--- src/rtl/cache_req_if.sv ---
// Request/response channel between the request sequencer and the cache controller.
interface cache_req_if #(
    parameter int unsigned ADDR_W = 15
) ();
    logic              req_valid;
    logic [ADDR_W-1:0] req_addr;
    logic              req_ready;
    logic              resp_valid;
    logic              resp_hit;

    modport master (
        output req_valid,
        output req_addr,
        input  req_ready,
        input  resp_valid,
        input  resp_hit
    );

    modport slave (
        input  req_valid,
        input  req_addr,
        output req_ready,
        output resp_valid,
        output resp_hit
    );
endinterface

--- src/rtl/cache_req_sequencer.sv ---
// Issues one handshaked cache request per word address from START_ADDR to END_ADDR,
// waits for each hit/miss response, and tallies the run.
module cache_req_sequencer #(
    parameter int unsigned ADDR_W     = 15,
    parameter int unsigned START_ADDR = 1024,
    parameter int unsigned END_ADDR   = 9215,
    parameter int unsigned COUNT_W    = 14
) (
    input  logic               clk,
    input  logic               rst,
    input  logic               start,
    cache_req_if.master        bus,
    output logic               busy,
    output logic               done,
    output logic [COUNT_W-1:0] access_count,
    output logic [COUNT_W-1:0] hit_count,
    output logic [COUNT_W-1:0] miss_count,
    output logic               proto_err
);
    localparam logic [ADDR_W-1:0]  START_A = ADDR_W'(START_ADDR);
    localparam logic [ADDR_W-1:0]  END_A   = ADDR_W'(END_ADDR);
    localparam logic [COUNT_W-1:0] CNT_MAX = {COUNT_W{1'b1}};

    typedef enum logic [1:0] {
        ST_IDLE  = 2'd0,
        ST_ISSUE = 2'd1,
        ST_WAIT  = 2'd2,
        ST_DONE  = 2'd3
    } state_e;

    state_e             state_q, state_d;
    logic [ADDR_W-1:0]  addr_q, addr_d;
    logic [COUNT_W-1:0] acc_q, acc_d, hit_q, hit_d, miss_q, miss_d;
    logic               perr_q, perr_d;
    logic               valid_q, valid_d, busy_q, busy_d, done_q, done_d;

    function automatic logic [COUNT_W-1:0] sat_inc(input logic [COUNT_W-1:0] v);
        return (v == CNT_MAX) ? v : v + COUNT_W'(1);
    endfunction

    // Next-state, counter and address update; output flags decode the next state.
    always_comb begin
        state_d = state_q;
        addr_d  = addr_q;
        acc_d   = acc_q;
        hit_d   = hit_q;
        miss_d  = miss_q;
        perr_d  = perr_q;
        case (state_q)
            ST_IDLE, ST_DONE: begin
                if (start) begin
                    state_d = ST_ISSUE;
                    addr_d  = START_A;
                    acc_d   = '0;
                    hit_d   = '0;
                    miss_d  = '0;
                end else begin
                    state_d = state_q;
                end
            end
            ST_ISSUE: begin
                if (bus.req_ready) begin
                    state_d = ST_WAIT;
                end else begin
                    state_d = ST_ISSUE;
                end
            end
            ST_WAIT: begin
                if (bus.resp_valid) begin
                    acc_d = sat_inc(acc_q);
                    if (bus.resp_hit) begin
                        hit_d = sat_inc(hit_q);
                    end else begin
                        miss_d = sat_inc(miss_q);
                    end
                    if (addr_q == END_A) begin
                        state_d = ST_DONE;
                    end else begin
                        addr_d  = addr_q + ADDR_W'(1);
                        state_d = ST_ISSUE;
                    end
                end else begin
                    state_d = ST_WAIT;
                end
            end
            default: state_d = ST_IDLE;
        endcase
        // A response is only legitimate while a request is outstanding.
        if (bus.resp_valid && (state_q != ST_WAIT)) begin
            perr_d = 1'b1;
        end else begin
            perr_d = perr_q;
        end
        valid_d = (state_d == ST_ISSUE);
        busy_d  = (state_d == ST_ISSUE) || (state_d == ST_WAIT);
        done_d  = (state_d == ST_DONE);
    end

    // State and output registers with synchronous reset.
    always_ff @(posedge clk) begin
        if (rst) begin
            state_q <= ST_IDLE;
            addr_q  <= START_A;
            acc_q   <= '0;
            hit_q   <= '0;
            miss_q  <= '0;
            perr_q  <= 1'b0;
            valid_q <= 1'b0;
            busy_q  <= 1'b0;
            done_q  <= 1'b0;
        end else begin
            state_q <= state_d;
            addr_q  <= addr_d;
            acc_q   <= acc_d;
            hit_q   <= hit_d;
            miss_q  <= miss_d;
            perr_q  <= perr_d;
            valid_q <= valid_d;
            busy_q  <= busy_d;
            done_q  <= done_d;
        end
    end

    assign bus.req_valid = valid_q;
    assign bus.req_addr  = addr_q;
    assign busy          = busy_q;
    assign done          = done_q;
    assign access_count  = acc_q;
    assign hit_count     = hit_q;
    assign miss_count    = miss_q;
    assign proto_err     = perr_q;
endmodule
--- src/flat_wrapper.sv ---
// flat-port wrapper written by rule: the top's interface ports become plain ports
module cache_req_sequencer_flat 
#(
    parameter int unsigned ADDR_W     = 15,
    parameter int unsigned START_ADDR = 1024,
    parameter int unsigned END_ADDR   = 9215,
    parameter int unsigned COUNT_W    = 14
)
  (clk, rst, start, busy, done, access_count, hit_count, miss_count, proto_err, bus_req_valid, bus_req_addr, bus_req_ready, bus_resp_valid, bus_resp_hit);
  cache_req_if #(.ADDR_W(ADDR_W)) bus_i ();
  input  logic clk;
  input  logic rst;
  input  logic start;
  output logic busy;
  output logic done;
  output logic [COUNT_W-1:0] access_count;
  output logic [COUNT_W-1:0] hit_count;
  output logic [COUNT_W-1:0] miss_count;
  output logic proto_err;
  output wire logic [$bits(bus_i.req_valid)-1:0] bus_req_valid;
  output wire logic [$bits(bus_i.req_addr)-1:0] bus_req_addr;
  input wire logic [$bits(bus_i.req_ready)-1:0] bus_req_ready;
  input wire logic [$bits(bus_i.resp_valid)-1:0] bus_resp_valid;
  input wire logic [$bits(bus_i.resp_hit)-1:0] bus_resp_hit;
  assign bus_req_valid = bus_i.req_valid;
  assign bus_req_addr = bus_i.req_addr;
  assign bus_i.req_ready = bus_req_ready;
  assign bus_i.resp_valid = bus_resp_valid;
  assign bus_i.resp_hit = bus_resp_hit;
  cache_req_sequencer #(.ADDR_W(ADDR_W), .START_ADDR(START_ADDR), .END_ADDR(END_ADDR), .COUNT_W(COUNT_W)) u_core (.clk(clk), .rst(rst), .start(start), .bus(bus_i), .busy(busy), .done(done), .access_count(access_count), .hit_count(hit_count), .miss_count(miss_count), .proto_err(proto_err));
endmodule
--- config.mk ---
export PLATFORM = sky130hd
export DESIGN_NAME = cache_req_sequencer_flat
export DESIGN_NICKNAME = d
export VERILOG_FILES = /design/src/rtl/cache_req_if.sv /design/src/rtl/cache_req_sequencer.sv /design/src/flat_wrapper.sv
export SDC_FILE = /design/constraint.sdc
export NUM_CORES = 1
export LEC_CHECK = 0
export ABC_AREA = 0
export CAP_MARGIN = 30
export CORE_MARGIN = 3
export CORE_UTILIZATION = 59
export CTS_BUF_LIST = sky130_fd_sc_hd__clkbuf_2
export CTS_CLUSTER_SIZE = 40
export DETAILED_ROUTE_END_ITERATION = 8
export DONT_BUFFER_PORTS = 1
export PLACE_DENSITY = 0.74
export SLEW_MARGIN = 20
export SYNTH_ARGS = -nofsm -noshare
export SYNTH_HDL_FRONTEND = slang
export SYNTH_SLANG_ARGS = --single-unit
--- constraint.sdc ---
create_clock -name clk -period 1.97 [get_ports clk]
set_clock_uncertainty 0.1 [all_clocks]
set_input_delay 0.4925 -clock clk [delete_from_list [all_inputs] [get_ports clk]]
set_output_delay 0.4925 -clock clk [all_outputs]
set_load 0.02 [all_outputs]
==> results_dict.tcl <==
set metrics [dict create \
    failed_checks "setup timing" \
    min_period_ns 2.06 \
    worstSetupStartpointType "flip-flop" \
    hp-class "primary input to flip-flop" \
    synth_flop_cell "dfxtp_1" \
    rsz0062_at_grt "yes" \
    cap_violations 0 \
    ys_types 56 \
    fmax_mhz 486 \
    syn_inst 412 \
    num_rows 26 \
    dr.first_iter.drc_count 415 \
    area_growth_pct 39.4 \
    syn-cell-area_um2 3310 \
    finalSetupViolCount 9 \
    grt_max_degree 39 \
    path_clk_slew_ns 0.18 \
    root_buffer "clkbuf_2" \
    relSlewSlack 0.498 \
    wl_mm 11.5 \
    crit_type "flip-flop to flip-flop" \
    ys_warn_count 0 \
    diodes 0 \
    start_util 0.629 \
    critPathRequiredTime_ns 2.28 \
    ant_nets 0 \
    ios 67 \
    fp.coreArea_um2 5270 \
    cp_slowest_cell "dfxtp_2" \
    htree_levels 3 \
    layout.cells.non_filler 587 \
    maxSlewViolCount 0 \
    drt_pre_antenna_iters 8 \
    status "finished with violations" \
    synth_top_area_frac 0.381 \
    ys_seq_area_frac 0.381 \
    grt_pass1_wl_mm 16.6 \
    drc 0 \
    syn_nets 426 \
    die_x_um 81.0 \
    arrival_ns 2.37 \
    via_per_inst 6.72 \
    cts.sinks 63 \
    grt_usage 0.321 \
    drive_above_1_share 0.383 \
    yosys.area.top_type "dfxtp_1" \
    ys_ff_latch 63 \
    wl_per_cell_um 19.7 \
    clk_latency_ns 0.52 \
    gp_congestion 0.877 \
    num_vias 3947 \
    worstMarginPinSlew_ns 0.744 \
    grt-ovfl-total 0 \
    tns_ns -0.500 \
    async_flop_share 0 \
    clockBufferDepth 2 \
    synth_edf_count 0 \
    tritoncts "yes" \
    dp_cells 557 \
    ys_top_cells_by_count "dfxtp_1, nand2_1, a21oi_1" \
    critical_path.max_stage_delay_ns 0.37 \
    antenna_found_initial 0 \
    fin_ws_ns -0.0879 \
    dp_hpwl_mm 6.92 \
    crit_path_frequent_cell "buf_4" \
    synth_area_leaders "dfxtp_1, a21oi_1, nand2_1, nand3_1, nor2_1" \
    vdd_ir_drop_max_uv 451 \
    die_h_um 81.0 \
    synth_most_common_cell "dfxtp_1" \
    hold_viol_final 0 \
    port_buffers 0 \
    p_leak_nw 1.74 \
    min_period_over_period 1.04 \
    dp_slack_ns -0.0953 \
    crit_path_end_kind "flip-flop" \
    finalNetCount 526 \
    path_cells "inv_2 -> ha_4 -> mux2i_2 -> or2_1 -> buf_6 -> buf_4 -> a31o_4 -> buf_4 -> o21ai_2 -> a21oi_1" \
    cp_max_fo 8 \
    dieArea_um2 6550 \
    grt_pass1_vias 3546 \
    avgSynthCellArea_um2 8.04 \
    power.density_nw_per_um2 520 \
    cts_buffers 9 \
]
==> flip-flops by register name, summed over array words and instances (netlist names) <==
name / count
u_core.bus.req_addr: 15
u_core.access_count: 14
u_core.hit_count: 14
u_core.miss_count: 14
u_core.state_q: 2
u_core.bus.req_valid: 1
u_core.busy: 1
u_core.done: 1
u_core.proto_err: 1
==> metrics by stage <==
step                       util  total power [mW]  cell area (µm²)  hold WS [ns]
after detailed placement  0.781              1.64             4110         0.419
final                     0.877              2.40             4620        0.0180
after floorplan               -              1.55             3410         0.405
after CTS                 0.811              2.29             4270        0.0331
after global routing      0.877              2.48             4620        0.0322
after global placement    0.781              1.63             4110         0.417
==> kinds of logic after synthesis <==
| logic type | synth area share |
|---|---|
| AND/OR/NAND/NOR | 0.302 |
| AO/OA/AOI/OAI | 0.230 |
| flip-flops | 0.381 |
| buffers and inverters | 0.0328 |
| adder cells (fa/ha/maj) | 0.0302 |
| XOR/XNOR | 0.0159 |
| multiplexers | 0.00906 |
==> worst paths after layout <==
check / from / end / slack [ns] / cells after the start
hold reg to reg: u_core.access_count[8] / u_core.access_count[8] / 0.44 / 2
setup / recovery: u_core.state_q[0] / u_core.access_count[8] / -0.09 / 10
setup reg to reg: u_core.state_q[0] / u_core.access_count[8] / -0.09 / 10
hold / removal: bus_resp_valid / u_core.proto_err / 0.02 / 2
==> what timing repair did <==
action / CTS / global route
buffers inserted: 3 / 11
pin swaps: 6 / 28
hold buffers: 1 / 0
endpoints found under the hold margin: 38 / 0
setup endpoints to repair: 20 / 46
resized for setup: 11 / 57
==> layout by cell type, fill, tap and decap left out, types with 13 or more instances in the layout <==
cell type / netlist / routed
nor3_1: 19 / 16
buf_4: 1 / 99
o21ai_0: 16 / 14
a21oi_1: 34 / 29
clkbuf_2: 0 / 13
nand2_1: 44 / 41
dfxtp_1: 63 / 52
nand4_1: 13 / 13
nor2_1: 30 / 26
nand3_1: 28 / 25
==> final cells by class <==
class | count | area [µm²]
Tap cell | 70 | 87.6
Clock buffer | 13 | 65.1
Inverter | 10 | 37.5
Multi-Input combinational cell | 322 | 2310
Timing Repair Buffer | 106 | 831
Fill cell | 281 | 648
Clock inverter | 3 | 12.5
Sequential cell | 63 | 1280
==> routing by layer <==
metal / GRT usage / vias to the layer above / part of all wire
met5: 0 / - / 0
li1: - / 1757 / -
met3: 0.0920 / 63 / 0.11
met4: 0.106 / 0 / 0.040
met2: 0.546 / 312 / 0.48
met1: 0.390 / 1815 / 0.37
==> worst max-delay path: cells and delay by family (launching register included) <==
kind / cells / cell delay (ns)
simple gates: 1 / 0.23
flops: 1 / 0.37
mux: 1 / 0.15
fa+ha+maj: 1 / 0.23
buf+inv: 4 / 0.47
compound gates: 3 / 0.39
==> power breakdown <==
part / leakage (nW) / switching, mW / internal [mW]
clock: 0.0610 / 0.479 / 0.178
combinational: 1.17 / 0.242 / 0.195
sequential: 0.514 / 0.0213 / 1.29
total: 1.74 / 0.743 / 1.66
(Power assumes the default switching activity.)
